[config.mk]
export PLATFORM = sky130hd
export DESIGN_NAME = cic_comp_fir_flat
export DESIGN_NICKNAME = d
export VERILOG_FILES = /design/src/rtl/cic_comp_fir_if.sv /design/src/rtl/cic_comp_fir.sv /design/src/flat_wrapper.sv
export SDC_FILE = /design/constraint.sdc
export NUM_CORES = 1
export LEC_CHECK = 0
export ABC_AREA = 1
export CAP_MARGIN = 20
export CORE_MARGIN = 5
export CORE_UTILIZATION = 57
export CTS_BUF_LIST = sky130_fd_sc_hd__clkbuf_16
export CTS_CLUSTER_SIZE = 24
export DETAILED_ROUTE_END_ITERATION = 16
export PLACE_DENSITY = 0.79
export SETUP_SLACK_MARGIN = 0.4
export SLEW_MARGIN = 20
export SYNTH_ARGS = -nofsm -noshare
export SYNTH_HDL_FRONTEND = slang
export SYNTH_SLANG_ARGS = --single-unit
[constraint.sdc]
create_clock -name clk -period 6.45 [get_ports clk]
set_clock_uncertainty 0.05 [all_clocks]
set_input_delay 1.29 -clock clk [delete_from_list [all_inputs] [get_ports clk]]
set_output_delay 1.29 -clock clk [all_outputs]
set_load 0.01 [all_outputs]
[src/rtl/cic_comp_fir_if.sv]
// Sample, coefficient and status bundle between the CIC decimator side and cic_comp_fir.
// The bypass control exists only when CIC_COMP_FIR_BYPASS_EN is defined.
interface cic_comp_fir_if;
  logic signed [7:0] d_in;
  logic              d_clk;
  logic              coef_we;
  logic [3:0]        coef_addr;
  logic signed [7:0] coef_data;
  logic              overrun_clr;
  logic signed [7:0] d_out;
  logic              d_valid;
  logic              busy;
  logic              overrun;
`ifdef CIC_COMP_FIR_BYPASS_EN
  logic              bypass;

  modport master (
    output d_in, d_clk, coef_we, coef_addr, coef_data, overrun_clr, bypass,
    input  d_out, d_valid, busy, overrun
  );
  modport slave (
    input  d_in, d_clk, coef_we, coef_addr, coef_data, overrun_clr, bypass,
    output d_out, d_valid, busy, overrun
  );
`else
  modport master (
    output d_in, d_clk, coef_we, coef_addr, coef_data, overrun_clr,
    input  d_out, d_valid, busy, overrun
  );
  modport slave (
    input  d_in, d_clk, coef_we, coef_addr, coef_data, overrun_clr,
    output d_out, d_valid, busy, overrun
  );
`endif
endinterface

[src/rtl/cic_comp_fir.sv]
// Serial-MAC droop-compensation FIR behind the CIC decimator: one rounded, saturated
// output per CIC strobe edge. Optional bypass path under CIC_COMP_FIR_BYPASS_EN.
module cic_comp_fir #(
  parameter int NTAPS = 16,
  parameter int SHIFT = 7,
  parameter int ACC_W = 20
) (
  input  logic          clk,
  input  logic          rst_n,
  cic_comp_fir_if.slave bus
);
  localparam int PTR_W = $clog2(NTAPS);
  localparam logic signed [ACC_W-1:0] RND    = ACC_W'(32'sd1 <<< (SHIFT - 1));
  localparam logic signed [ACC_W-1:0] SAT_HI = ACC_W'(32'sd127);
  localparam logic signed [ACC_W-1:0] SAT_LO = ACC_W'(-32'sd128);

  typedef enum logic [1:0] {
    ST_IDLE  = 2'd0,
    ST_MAC   = 2'd1,
    ST_ROUND = 2'd2
  } state_t;

  state_t                   state_q, state_d;
  logic                     dclk_q;
  logic signed [7:0]        line_q [NTAPS];
  logic signed [7:0]        line_d [NTAPS];
  logic signed [7:0]        coef_q [NTAPS];
  logic signed [7:0]        coef_d [NTAPS];
  logic [PTR_W-1:0]         wr_ptr_q, wr_ptr_d;
  logic [PTR_W-1:0]         tap_q, tap_d;
  logic signed [ACC_W-1:0]  acc_q, acc_d;
  logic signed [7:0]        dout_q, dout_d;
  logic                     dvalid_q, dvalid_d;
  logic                     busy_q, busy_d;
  logic                     overrun_q, overrun_d;
`ifdef CIC_COMP_FIR_BYPASS_EN
  logic                     byp_q, byp_d;
  logic signed [7:0]        byp_data_q, byp_data_d;
`endif

  logic                     start_s;
  logic [PTR_W:0]           rd_sum_s;
  logic [PTR_W-1:0]         rd_idx_s;
  logic signed [15:0]       prod_s;

  function automatic logic signed [7:0] round_sat(input logic signed [ACC_W-1:0] acc);
    logic signed [ACC_W-1:0] r;
    r = (acc + RND) >>> SHIFT;
    if (r > SAT_HI) begin
      return 8'sd127;
    end else if (r < SAT_LO) begin
      return 8'sh80;
    end else begin
      return r[7:0];
    end
  endfunction

  assign start_s = bus.d_clk & ~dclk_q;

  // Circular history read: x[n-tap] lives at (wr_ptr - tap) mod NTAPS.
  always_comb begin
    rd_sum_s = {1'b0, wr_ptr_q} + (PTR_W+1)'(NTAPS) - {1'b0, tap_q};
    if (rd_sum_s >= (PTR_W+1)'(NTAPS)) begin
      rd_idx_s = PTR_W'(rd_sum_s - (PTR_W+1)'(NTAPS));
    end else begin
      rd_idx_s = rd_sum_s[PTR_W-1:0];
    end
    prod_s = coef_q[tap_q] * line_q[rd_idx_s];
  end

  always_comb begin
    state_d   = state_q;
    line_d    = line_q;
    coef_d    = coef_q;
    wr_ptr_d  = wr_ptr_q;
    tap_d     = tap_q;
    acc_d     = acc_q;
    dout_d    = dout_q;
    dvalid_d  = 1'b0;
    busy_d    = busy_q;
    overrun_d = overrun_q;
`ifdef CIC_COMP_FIR_BYPASS_EN
    byp_d      = byp_q;
    byp_data_d = byp_data_q;
`endif

    // A dropped sample outranks a simultaneous clear.
    if (start_s && (state_q != ST_IDLE)) begin
      overrun_d = 1'b1;
    end else if (bus.overrun_clr) begin
      overrun_d = 1'b0;
    end else begin
      overrun_d = overrun_q;
    end

    if (bus.coef_we && (state_q == ST_IDLE) && !start_s &&
        ({1'b0, bus.coef_addr} < 5'(NTAPS))) begin
      coef_d[bus.coef_addr[PTR_W-1:0]] = bus.coef_data;
    end else begin
      coef_d = coef_q;
    end

    case (state_q)
      ST_IDLE: begin
        if (start_s) begin
          line_d[wr_ptr_q] = bus.d_in;
          acc_d            = '0;
          tap_d            = '0;
`ifdef CIC_COMP_FIR_BYPASS_EN
          if (bus.bypass) begin
            byp_d      = 1'b1;
            byp_data_d = bus.d_in;
            state_d    = ST_ROUND;
          end else begin
            byp_d   = 1'b0;
            state_d = ST_MAC;
            busy_d  = 1'b1;
          end
`else
          state_d = ST_MAC;
          busy_d  = 1'b1;
`endif
        end else begin
          state_d = ST_IDLE;
        end
      end
      ST_MAC: begin
        acc_d = acc_q + ACC_W'(prod_s);
        if (tap_q == PTR_W'(NTAPS - 1)) begin
          state_d = ST_ROUND;
        end else begin
          tap_d = tap_q + PTR_W'(1);
        end
      end
      ST_ROUND: begin
`ifdef CIC_COMP_FIR_BYPASS_EN
        if (byp_q) begin
          dout_d = byp_data_q;
        end else begin
          dout_d = round_sat(acc_q);
        end
`else
        dout_d = round_sat(acc_q);
`endif
        dvalid_d = 1'b1;
        if (wr_ptr_q == PTR_W'(NTAPS - 1)) begin
          wr_ptr_d = '0;
        end else begin
          wr_ptr_d = wr_ptr_q + PTR_W'(1);
        end
        busy_d  = 1'b0;
        state_d = ST_IDLE;
      end
      default: begin
        state_d = ST_IDLE;
        busy_d  = 1'b0;
      end
    endcase
  end

  // d_clk_q resets high so a strobe already high at release is not an edge.
  always_ff @(posedge clk or negedge rst_n) begin
    if (!rst_n) begin
      state_q   <= ST_IDLE;
      dclk_q    <= 1'b1;
      wr_ptr_q  <= '0;
      tap_q     <= '0;
      acc_q     <= '0;
      dout_q    <= '0;
      dvalid_q  <= 1'b0;
      busy_q    <= 1'b0;
      overrun_q <= 1'b0;
      for (int i = 0; i < NTAPS; i++) begin
        line_q[i] <= '0;
        coef_q[i] <= (i == 0) ? 8'sd127 : 8'sd0;
      end
`ifdef CIC_COMP_FIR_BYPASS_EN
      byp_q      <= 1'b0;
      byp_data_q <= '0;
`endif
    end else begin
      state_q   <= state_d;
      dclk_q    <= bus.d_clk;
      wr_ptr_q  <= wr_ptr_d;
      tap_q     <= tap_d;
      acc_q     <= acc_d;
      dout_q    <= dout_d;
      dvalid_q  <= dvalid_d;
      busy_q    <= busy_d;
      overrun_q <= overrun_d;
      line_q    <= line_d;
      coef_q    <= coef_d;
`ifdef CIC_COMP_FIR_BYPASS_EN
      byp_q      <= byp_d;
      byp_data_q <= byp_data_d;
`endif
    end
  end

  assign bus.d_out   = dout_q;
  assign bus.d_valid = dvalid_q;
  assign bus.busy    = busy_q;
  assign bus.overrun = overrun_q;
endmodule

[src/flat_wrapper.sv]
// flat-port wrapper written by rule: the top's interface ports become plain ports
module cic_comp_fir_flat 
#(
  parameter int NTAPS = 16,
  parameter int SHIFT = 7,
  parameter int ACC_W = 20
)
  (clk, rst_n, bus_d_in, bus_d_clk, bus_coef_we, bus_coef_addr, bus_coef_data, bus_overrun_clr, bus_d_out, bus_d_valid, bus_busy, bus_overrun);
  cic_comp_fir_if bus_i ();
  input  logic clk;
  input  logic rst_n;
  input wire logic [$bits(bus_i.d_in)-1:0] bus_d_in;
  input wire logic [$bits(bus_i.d_clk)-1:0] bus_d_clk;
  input wire logic [$bits(bus_i.coef_we)-1:0] bus_coef_we;
  input wire logic [$bits(bus_i.coef_addr)-1:0] bus_coef_addr;
  input wire logic [$bits(bus_i.coef_data)-1:0] bus_coef_data;
  input wire logic [$bits(bus_i.overrun_clr)-1:0] bus_overrun_clr;
  output wire logic [$bits(bus_i.d_out)-1:0] bus_d_out;
  output wire logic [$bits(bus_i.d_valid)-1:0] bus_d_valid;
  output wire logic [$bits(bus_i.busy)-1:0] bus_busy;
  output wire logic [$bits(bus_i.overrun)-1:0] bus_overrun;
  assign bus_i.d_in = bus_d_in;
  assign bus_i.d_clk = bus_d_clk;
  assign bus_i.coef_we = bus_coef_we;
  assign bus_i.coef_addr = bus_coef_addr;
  assign bus_i.coef_data = bus_coef_data;
  assign bus_i.overrun_clr = bus_overrun_clr;
  assign bus_d_out = bus_i.d_out;
  assign bus_d_valid = bus_i.d_valid;
  assign bus_busy = bus_i.busy;
  assign bus_overrun = bus_i.overrun;
  cic_comp_fir #(.NTAPS(NTAPS), .SHIFT(SHIFT), .ACC_W(ACC_W)) u_core (.clk(clk), .rst_n(rst_n), .bus(bus_i));
endmodule
==> Flow_metrics.wiki <==
{| class="wikitable"
! Metric !! Value
|-
| Quantity of I/O buffers inserted on ports || 35
|-
| Class of the worst hold path || flip-flop to flip-flop
|-
| Worst-margin pin slew || 0.893 ns
|-
| Ant. Diodes || 0
|-
| Synth area leader || sky130_fd_sc_hd__dfrtp_1
|-
| Worst setup SP type || flip-flop
|-
| Remaining global-route overflow || 0
|-
| Worst slew margin relative to its limit || 40.5%
|-
| Post-synth cell types || 45
|-
| Final count of hold timing violations || 0
|-
| Share of the yosys chip area belonging to registers || between 40% and 50%
|-
| Routed wire length || 49100 µm
|-
| Highest Signal Layer || met5
|-
| Post-route clock period utilization || a little over nine tenths
|-
| Clock slew seen by the registers of the worst setup and hold paths || 0.06 ns
|-
| Critical setup path kind || flip-flop to flip-flop
|-
| Synth Cell Area || 0.0176 mm²
|-
| Delay of the slowest critical-path stage || 0.57 ns
|-
| Rows || 64
|-
| Post-route worst hold slack || 0.432 ns
|-
| Core Box Area || 0.0306 mm²
|-
| Async set-reset flop share out of synthesis || 100%
|-
| Synth Register Bits || 298
|-
| H-tree levels || 2
|-
| First-pass GRT wire length || 78800 µm
|-
| Placement-stage worst setup slack || -0.0311 ns
|-
| Maximum fanout along the worst path || 5
|-
| Overall routing resource usage || between 20% and 30%
|-
| Weighted congestion reported at the end of routability-driven placement || between 0.9 and 1
|-
| Horizontal die dimension || 186 µm
|-
| Signal arrival time at the worst endpoint || 6.72 ns
|-
| Number of buffers created by CTS || 34
|-
| Proportion of netlist area held by the largest area contributor || 41.2%
|-
| Slowest stage cell on the critical path || sky130_fd_sc_hd__fa_2
|-
| Die span in y || 186 µm
|-
| TritonCTS clock tree || done
|-
| Post-detail-place hpwl || 31800 µm
|-
| Antenna violations before repair || 1
|-
| Number of flops mapped to enable cells by yosys || 0
|-
| Number of placed I/O pins || 36
|-
| Number of search-and-repair iterations in the first detailed-routing pass || 5
|-
| Average instance area after synthesis || 8.28 µm²
|-
| Vias || 15285
|-
| Share of layout cells above drive strength 1 || 14.4%
|-
| Number of nets with antenna violations after detailed routing || 0
|-
| Detail-routed net length per standard cell || 18.9 µm
|-
| Setup slack after layout || around 0.073 ns
|-
| Most prevalent standard cell on the critical path || sky130_fd_sc_hd__fa_1
|-
| Clock network latency to the later pin of the worst-skew pair || about 0.53 ns
|-
| Maximum count of clock buffers along a single path || 3
|-
| DRC errors left || 0
|-
| Multi-input gate area || 0.00973 mm²
|-
| Max-cap violations || 0
|-
| Filler Cells Inserted || 2353
|-
| DIE AREA || 0.0345 mm²
|-
| Unrepaired setup endpoints after global routing || true
|-
| Pin count of the biggest net entering global routing || about 120
|-
| CTS sink count || 298
|-
| Number of global-route vias before repair || about 15000
|-
| Most common flop cell mapped by yosys || sky130_fd_sc_hd__dfrtp_1
|-
| Final-stage net count || 2354
|-
| Routed met3 length || 4320 µm
|-
| Category of the worst setup path capture point || flip-flop
|-
| Synth-to-Final Area Change || 18.8%
|-
| Setup violators final || 0
|-
| Register area || about 0.0075 mm²
|-
| Iteration-0 DRC Markers || 1623
|-
| Data required, critical path || 6.79 ns
|-
| Routed length on met1 || between 15000 and 20000 µm
|-
| Net count after synthesis || 2297
|-
| Run status || complete, no violations
|-
| Ys Warns || 0
|-
| Cells after Synth || 2128
|-
| Largest cells by area after synthesis || sky130_fd_sc_hd__dfrtp_1 41%, sky130_fd_sc_hd__nand2_1 14%, sky130_fd_sc_hd__fa_1 10%
|-
| Detailed-routed wire length on met2 || ~23000 µm
|-
| Buffer cell driving the clock tree root || sky130_fd_sc_hd__clkbuf_16
|-
| Max Clk Rate || roughly 0.16 GHz
|-
| Number of pins exceeding their max-slew limit in the final report || 0
|-
| Number of vias per cell || roughly 5.9
|-
| Final cell utilization of the core || between 60% and 70%
|-
| Hold-fix buffers, CTS || 0
|-
| Post-route minimum period || about 6.4 ns
|-
| Effective utilization at floorplan || 57.6%
|}
cell type report:
type / count / area share (%)
inverter: 204 / 3.80
timing repair buffer: 125 / 6.63
sequential: 298 / 35.7
clock inverter: 25 / 0.956
tap: 396 / 2.37
clock buffer: 34 / 4.06
multi-input combinational: 1522 / 46.5
per-stage QoR:
step | std cells | TNS [ns] | instance area [µm²]
finish | 2604 | 0 | 20900
global route | 2604 | -0.322 | 20900
CTS | 2584 | 0 | 20400
detailed placement | 2500 | -0.0337 | 18600
global placement | 2500 | 0 | 18600
floorplan | 2128 | 0 | 17800
sequential cells by signal, indices dropped and copies added (netlist names), 2 cells and up:
signal / count
u_core.state_q: 2
u_core.wr_ptr_q: 4
u_core.tap_q: 4
u_core.bus.d_out: 8
u_core.acc_q: 20
u_core.line_q: 128
u_core.coef_q: 128
kinds of logic after synthesis:
group / after synthesis / synth area share (%)
flip-flops: 298 / 42.4
buffers and inverters: 308 / 6.86
AO/OA/AOI/OAI: 442 / 14.0
adder cells (fa/ha/maj): 144 / 14.1
AND/OR/NAND/NOR: 920 / 21.7
XOR/XNOR: 16 / 1.01
critical path, delay by kind of cell (launching register included):
kind | cells | cell delay (ns)
adders and majority gates | 8 | 3.55
buffers and inverters | 8 | 0.76
AOI/OAI and AO/OA | 9 | 1.33
DFF | 1 | 0.39
and+or+nand+nor | 2 | 0.18
synth_stat cells, types with 4 or more instances:
| cell type | count |
|---|---|
| sky130_fd_sc_hd__fa_1 | 90 |
| sky130_fd_sc_hd__ha_1 | 54 |
| sky130_fd_sc_hd__nand4_4 | 7 |
| sky130_fd_sc_hd__o211ai_1 | 14 |
| sky130_fd_sc_hd__xor2_1 | 9 |
| sky130_fd_sc_hd__buf_2 | 22 |
| sky130_fd_sc_hd__nor3_1 | 8 |
| sky130_fd_sc_hd__nand3_1 | 110 |
| sky130_fd_sc_hd__buf_1 | 7 |
| sky130_fd_sc_hd__inv_1 | 197 |
| sky130_fd_sc_hd__clkbuf_1 | 71 |
| sky130_fd_sc_hd__a21oi_1 | 64 |
| sky130_fd_sc_hd__dfrtp_1 | 290 |
| sky130_fd_sc_hd__nand2_1 | 655 |
| sky130_fd_sc_hd__nor2_1 | 105 |
| sky130_fd_sc_hd__xnor2_1 | 5 |
| sky130_fd_sc_hd__a32o_1 | 16 |
| sky130_fd_sc_hd__o22ai_1 | 4 |
| sky130_fd_sc_hd__nand4_1 | 22 |
| sky130_fd_sc_hd__a22o_1 | 10 |
| sky130_fd_sc_hd__or2_2 | 6 |
| sky130_fd_sc_hd__o21ai_0 | 313 |
| sky130_fd_sc_hd__dfstp_2 | 8 |
cell usage in the layout, fill, tap and decap left out, drive strengths merged, types with 34 or more instances in the layout:
cell type / instances
a21oi: 64
dfrtp: 290
nand3: 110
buf: 88
nand2: 655
ha: 54
fa: 90
clkdlybuf4s50: 34
clkbuf: 36
o21ai: 314
nor2: 107
inv: 206
repair_timing:
item                       CTS  global route
cloned                       7             2
gates resized for setup     95           107
pin swaps                   51            54
setup endpoints to repair   11            13
setup buffers               18            18
final timing paths:
| check | start | endpoint | slack, ns | cells after the start |
|---|---|---|---|---|
| worst min register to register | u_core.bus.busy | u_core.bus.busy | 0.43 | 2 |
| worst max-delay path | u_core.wr_ptr_q[0] | u_core.acc_q[10] | 0.07 | 27 |
| max in group asynchronous | rst_n | u_core.acc_q[19] | 4.17 | 2 |
| worst max register to register | u_core.wr_ptr_q[0] | u_core.acc_q[10] | 0.07 | 27 |
| min in group asynchronous | rst_n | u_core.line_q[59] | 0.74 | 1 |
| worst min-delay path | u_core.bus.busy | u_core.bus.busy | 0.43 | 2 |
layer usage:
layer	global-route usage, %	vias to the layer above
met5	0	-
met4	10.4	2
met3	5.30	153
met2	46.7	691
met1	38.5	7428
li1	-	7011
Power is left out: the tool's default activity adds up to more than one toggle a clock period on the data nets, which glitch-free logic cannot reach.
